$ cat src/rtl/vga_timing_ctrl.sv
// 640x480 VGA timing generator: pixel-rate divider, raw x/y scan counters and a
// registered pin stage that keeps hsync, vsync and colour on the same pixel edge.
module vga_timing_ctrl #(
  parameter int CLK_DIV  = 2,
  parameter int H_ACTIVE = 640,
  parameter int H_FP     = 16,
  parameter int H_SYNC   = 96,
  parameter int H_BP     = 48,
  parameter int V_ACTIVE = 480,
  parameter int V_FP     = 10,
  parameter int V_SYNC   = 2,
  parameter int V_BP     = 33
) (
  input  logic        clk,
  input  logic        rst_n,
  input  logic        en,
  input  logic [7:0]  rgb_in,
  output logic [10:0] x,
  output logic [10:0] y,
  output logic        pix_tick,
  output logic        hsync,
  output logic        vsync,
  output logic        video_on,
  output logic [7:0]  rgb_out,
  output logic        frame_start
);

  localparam int H_TOTAL = H_ACTIVE + H_FP + H_SYNC + H_BP;
  localparam int V_TOTAL = V_ACTIVE + V_FP + V_SYNC + V_BP;

  localparam logic [3:0]  DIV_MAX = 4'(CLK_DIV - 1);
  localparam logic [10:0] X_MAX   = 11'(H_TOTAL - 1);
  localparam logic [10:0] Y_MAX   = 11'(V_TOTAL - 1);
  localparam logic [10:0] X_ACT   = 11'(H_ACTIVE);
  localparam logic [10:0] Y_ACT   = 11'(V_ACTIVE);
  localparam logic [10:0] HS_LO   = 11'(H_ACTIVE + H_FP);
  localparam logic [10:0] HS_HI   = 11'(H_ACTIVE + H_FP + H_SYNC - 1);
  localparam logic [10:0] VS_LO   = 11'(V_ACTIVE + V_FP);
  localparam logic [10:0] VS_HI   = 11'(V_ACTIVE + V_FP + V_SYNC - 1);

  logic [3:0]  r_divCnt;
  logic [10:0] r_x;
  logic [10:0] r_y;
  logic        r_hsync;
  logic        r_vsync;
  logic        r_videoOn;
  logic [7:0]  r_rgbOut;
  logic        r_frameStart;

  logic w_tick;
  logic w_xWrap;
  logic w_yWrap;
  logic w_act;
  logic w_hs;
  logic w_vs;

  // Gated by rst_n so that CLK_DIV=1 cannot show a tick while held in reset.
  assign w_tick  = rst_n & en & (r_divCnt == DIV_MAX);
  assign w_xWrap = (r_x == X_MAX);
  assign w_yWrap = (r_y == Y_MAX);
  assign w_act   = (r_x < X_ACT) && (r_y < Y_ACT);
  assign w_hs    = !((r_x >= HS_LO) && (r_x <= HS_HI));
  assign w_vs    = !((r_y >= VS_LO) && (r_y <= VS_HI));

  always_ff @(posedge clk or negedge rst_n) begin
    if (!rst_n) begin
      r_divCnt <= '0;
      r_x      <= '0;
      r_y      <= '0;
    end else if (!en) begin
      r_divCnt <= '0;
      r_x      <= '0;
      r_y      <= '0;
    end else begin
      r_divCnt <= w_tick ? '0 : r_divCnt + 4'd1;
      if (w_tick) begin
        if (w_xWrap) begin
          r_x <= '0;
          r_y <= w_yWrap ? '0 : r_y + 11'd1;
        end else begin
          r_x <= r_x + 11'd1;
        end
      end
    end
  end

  // Pins show the pixel that x,y presented during the previous pixel period.
  always_ff @(posedge clk or negedge rst_n) begin
    if (!rst_n) begin
      r_hsync      <= 1'b1;
      r_vsync      <= 1'b1;
      r_videoOn    <= 1'b0;
      r_rgbOut     <= 8'h00;
      r_frameStart <= 1'b0;
    end else if (!en) begin
      r_hsync      <= 1'b1;
      r_vsync      <= 1'b1;
      r_videoOn    <= 1'b0;
      r_rgbOut     <= 8'h00;
      r_frameStart <= 1'b0;
    end else begin
      r_frameStart <= w_tick & w_xWrap & w_yWrap;
      if (w_tick) begin
        r_hsync   <= w_hs;
        r_vsync   <= w_vs;
        r_videoOn <= w_act;
        r_rgbOut  <= w_act ? rgb_in : 8'h00;
      end
    end
  end

  assign x           = r_x;
  assign y           = r_y;
  assign pix_tick    = w_tick;
  assign hsync       = r_hsync;
  assign vsync       = r_vsync;
  assign video_on    = r_videoOn;
  assign rgb_out     = r_rgbOut;
  assign frame_start = r_frameStart;

endmodule

$ cat config.mk
export PLATFORM = sky130hd
export DESIGN_NAME = vga_timing_ctrl
export DESIGN_NICKNAME = d
export VERILOG_FILES = /design/src/rtl/vga_timing_ctrl.sv
export SDC_FILE = /design/constraint.sdc
export NUM_CORES = 1
export LEC_CHECK = 0
export ABC_AREA = 0
export ABC_CLOCK_PERIOD_IN_PS = 2500
export CAP_MARGIN = 25
export CORE_MARGIN = 2
export CORE_UTILIZATION = 25
export DETAILED_ROUTE_END_ITERATION = 10
export PLACE_DENSITY = 0.46
export SETUP_SLACK_MARGIN = 0.05
export SLEW_MARGIN = 15
export SYNTH_ARGS = -nofsm -noshare
export SYNTH_HDL_FRONTEND = slang
export SYNTH_SLANG_ARGS = --single-unit
$ cat constraint.sdc
create_clock -name clk -period 2.5 [get_ports clk]
set_input_delay 0.5 -clock clk [delete_from_list [all_inputs] [get_ports clk]]
set_output_delay 0.5 -clock clk [all_outputs]
set_load 0.05 [all_outputs]
Word-level counts from Yosys, hierarchy flattened:

Cells that the tools add are included.

* logic and storage cells: 51
* bits in registers: 38
* input bits: 11
* output and inout port bits: 35

* $lt $le $gt $ge: 6
* add/sub/neg operators: 3
* bitwise operators: 4
* reduce and logical (&&, ||, !) cells: 6
* equality and inequality tests: 5
* muxes and demuxes: 19

Operators by type and width (number)
* 11-bit 2-to-1 mux: 7
* 8-bit 2-to-1 mux: 3
* 11-bit by 1-bit adder with 11-bit output, second input constant: 2
* 11-bit by 10-bit equality test with 1-bit output, second input constant: 2
* 11-bit by 10-bit >= comparator with 1-bit output, second input constant: 1
* 11-bit by 9-bit >= comparator with 1-bit output, second input constant: 1
* 11-bit by 10-bit less-or-equal comparator with 1-bit output, second input constant: 1
* 11-bit by 9-bit less-or-equal comparator with 1-bit output, second input constant: 1
* 11-bit by 10-bit less-than comparator with 1-bit output, second input constant: 1
* 11-bit by 9-bit less-than comparator with 1-bit output, second input constant: 1
* 4-bit 2-to-1 mux: 2
* 1-bit 2-to-1 mux: 7
* 4-bit by 1-bit adder with 4-bit output, second input constant: 1
* 1-bit AND: 4
* 4-bit by 1-bit equality test with 1-bit output, second input constant: 1
* 2-bit by 1-bit inequality test with 1-bit output, second input constant: 2
* 1-bit logical AND: 3
* 1-bit logical NOT: 2
* 2-bit AND reduction: 1

Depth between registers and ports, before layout:

* depth in word-level cells: 5
* depth in mapped cells: 8
* gate-level depth less buffers: 7

Least setup slack after synthesis:

OpenSTA, ideal clock, no wires.

* path type: reg-to-reg
* from: reg r_x[0], in the netlist x[0]
* to: reg r_y[8], in the netlist y[8]
* data arrival time: 2344 ps
* setup slack: 9 ps
* cell stages (with the launch flop): 7
* required time: 2353 ps
* clock period less this slack: 2491 ps
* buffers on the path: 1
* library setup time: 147 ps
* cell sequence: dfrtp_1 > ha_1 > nand3_1 > or4_1 > clkbuf_1 > o311ai_0 > o31ai_1

* word-level cells in the longest chain between the ends: 3

RTL lines
* start: declaration: line 42 `logic [10:0] r_x;`
* start signal: assignment: line 81 `r_x <= r_x + 11'd1;`
* 11-bit by 10-bit equality test with 1-bit output: line 59 `assign w_xWrap = (r_x == X_MAX);`
* 2-bit by 1-bit inequality test with 1-bit output (no source line)
* 2-bit AND reduction (no source line)
* end signal: assignment: line 79 `r_y <= w_yWrap ? '0 : r_y + 11'd1;`
* end: declaration: line 43 `logic [10:0] r_y;`

No other way between the ends.
A chain may end at the register's enable or synchronous reset.

Worst setup path in the final report:

* from: reg r_divCnt[1]
* to: out pix_tick

* word-level cells in the longest chain between the ends: 2

RTL lines
* start: declaration: line 41 `logic [3:0] r_divCnt;`
* start signal: assignment: line 75 `r_divCnt <= w_tick ? '0 : r_divCnt + 4'd1;`
* 4-bit by 1-bit equality test with 1-bit output: line 58 `assign w_tick = rst_n & en & (r_divCnt == DIV_MAX);`
* 1-bit AND: line 58
* end: declaration: line 20 `output logic pix_tick,`

No other way between the ends.

==> flow_summary.yaml <==
route:
  via_count: 1957
  postRouteAntennaNets: 0
  viasPerCell: 5.20
  first_pass_iters: 4
  wl_per_cell_um: 15.8
  drc: 0
  drt-initial-drc-count: 105
  routed_wl_mm: 5.93
global_route:
  grt_pass1_vias: 1886
  grt_overflow: 0
  grt_first_pass_wirelength_mm: 9.68
  grt_use_met3_pct: 3.13
  grt_usage_pct: 13.9
  grt_util_met2_pct: 21.8
  antenna_found_initial: 0
  grt_start_max_net_pins: 37
  grt.busiest_layer: "met2"
  use_met1_pct: 19.7
yosys:
  syn-instance-count: 210
  netlist_top_cells_area: "dfrtp_1, a22o_1, ha_1, xnor2_1, nand3_1"
  avgSynthCellArea_um2: 9.65
  synth_edf_count: 0
  yosys.area.top_type_share_pct: 44.5
  synthesis.area_um2: 2030
  synthFlopType: "dfrtp_1"
  synth_area_leader_cell: "dfrtp_1"
  syn-num-nets: 226
  ys.warnings.count: 0
  synth_seq_area_share_pct: 47.1
  async_flop_share_pct: 100
  yosys_register_bits: 38
  ys_types: 43
cts:
  clk_latency_ns: 0.29
  cts_sinks: 38
  cts_tree: "yes"
  cts.clk_slew.worst_paths_ns: 0.08
  post_cts_buffers: 0
  clk_path_buf_depth: 2
  cts_made_buffers: 5
  clockRootBuffer: "clkbuf_8"
  cts_max_level: 2
worst_setup_path:
  start_kind: "flip-flop"
  cp-end-kind: "output port"
  r2r_cells: 5
  path_class: "reg2out"
  cp.required_ns: 2.00
  arrival_ns: 1.79
  cp_max_fo: 5
die:
  core.rowCount: 32
  die_height_um: 94.0
  initial_core_util_pct: 25.9
  core-area_um2: 7810
  dieArea_um2: 8840
  fp.dieW_um: 94.0
  io_pins: 46
sta:
  post-route-min-period_ns: 2.29
  fin_skew_ns: 0.00604
  whs_ns: 0.295
  tightest_slew_ns: 0.529
  fmaxAchievable_ghz: 0.437
  setup_viol: 0
  fin_tns_setup_ns: 0
  finalMaxSlewViolations: 0
  rsz0062_at_grt: "false"
  finalHoldViolCount: 0
  slew_headroom_pct: 64.3
  min_period_over_period_pct: 91.5
power:
  power_density_nw_per_um2: 527
  combPwrFrac_pct: 13.5
  leakagePower_uw: 0.00112
  ir_drop_v: 0.000219
  switching_share_pct: 25.1
  netSwitchingPower_uw: 380
  internal-power_uw: 1140
  clockPowerShare_pct: 43.6
  p_seq_share_pct: 42.9
run_status:
  status: "finished, final reports clean"
layout:
  area_delta_synth_final_pct: 41.9
  antennaDiodeCount: 0
  nFillCells: 809
  mostFrequentLayoutCell: "clkdlybuf4s50_1"
  multiInputGateArea_um2: 1000
  layout-drive-gt1-share_pct: 13.9
  final_nets: 289
  layout_common_cells: "clkdlybuf4s50_1, dfrtp_1, buf_4"
  seq_area_um2: 956
place:
  hpwl_mm: 4.30
  portBuffers: 45
  gp_congestion: 0.760
worst_hold_path:
  hold_path.class: "in2async"
run:
  max-cap-violations: 0
[stage by stage]
stage	instance area [µm²]	setup slack [ns]	power, µW	utilization, %	std cells
after floorplan	2030	0.0808	769	-	210
after global placement	2720	0.281	866	34.8	367
after detailed placement	2720	0.255	866	34.8	367
after CTS	2870	0.125	1530	36.7	376
after global routing	2880	0.112	1570	36.8	376
final	2880	0.213	1520	36.8	376
[registers in the layout, indices dropped and copies added (netlist names)]
name / cells
x: 11
y: 11
rgb_out: 8
r_divCnt: 4
frame_start: 1
hsync: 1
video_on: 1
vsync: 1
[kinds of logic (layout without fill, tap and decap cells)]
group | Yosys count | count (layout) | share of synthesized area [%]
buffers and inverters | 19 | 83 | 3.71
adder cells (fa/ha/maj) | 5 | 5 | 3.09
flip-flops | 38 | 38 | 47.1
AO/OA/AOI/OAI | 55 | 55 | 18.8
XOR/XNOR | 9 | 9 | 3.89
AND/OR/NAND/NOR | 84 | 84 | 23.4
[per-layer routing]
layer | vias up | wire length [µm]
met4 | 0 | 30
li1 | 926 | -
met3 | 4 | 326
met2 | 54 | 2720
met1 | 973 | 2860
met5 | - | 0
[final cells by class]
| class | count | area share (%) |
|---|---|---|
| clock buffer | 6 | 2.87 |
| inverter | 10 | 1.31 |
| tap | 102 | 4.44 |
| clock inverter | 2 | 2.09 |
| multi-input combinational | 153 | 34.9 |
| sequential | 38 | 33.2 |
| timing repair buffer | 65 | 21.1 |
[path summary, 6_finish.rpt]
check	endpoint	from	slack (ns)
min	r_divCnt[2]	rst_n	0.30
min in group clk	r_divCnt[0]	r_divCnt[0]	0.50
max reg2reg	y[8]	x[7]	0.27
min reg2reg	r_divCnt[0]	r_divCnt[0]	0.50
max	pix_tick	r_divCnt[1]	0.21
max in group asynchronous	r_divCnt[3]	rst_n	1.80
[timing repair]
item	in CTS	in global routing
hold buffers	1	0
gates resized for setup	0	1
setup endpoints to repair	0	1
endpoints found under the hold margin	2	0
[worst max-delay path, cell delays in order, from the launching register on]
cell and delay (ns):
dfrtp_1 0.41, inv_1 0.06, ha_1 0.14, nor4bb_2 0.36
nand2_1 0.23, clkinv_1 0.15, buf_12 0.14
[power by group through the flow]
stage / logic (µW) / registers [µW] / clock network [µW]
finish: 205 / 650 / 660
global route: 224 / 653 / 694
CTS: 206 / 651 / 677
detailed placement: 204 / 662 / 0
global placement: 203 / 663 / 0
floorplan: 65.2 / 704 / 0
[cells in the mapped netlist (all sizes together), types with 2 or more instances]
cell type / number
a22o: 8
xnor2: 7
ha: 5
nand2: 14
nor2: 16
a211oi: 4
nor3: 5
o21ai: 11
dfstp: 2
nor4: 3
nand4bb: 2
inv: 9
a21oi: 10
clkbuf: 8
a31oi: 6
o31ai: 6
nor4bb: 2
o311ai: 2
nand3: 12
or3: 4
dfrtp: 36
or4: 5
nand2b: 2
and3: 2
nand4: 9
xor2: 2
and4: 2
Power figures use the tool's default switching activity.
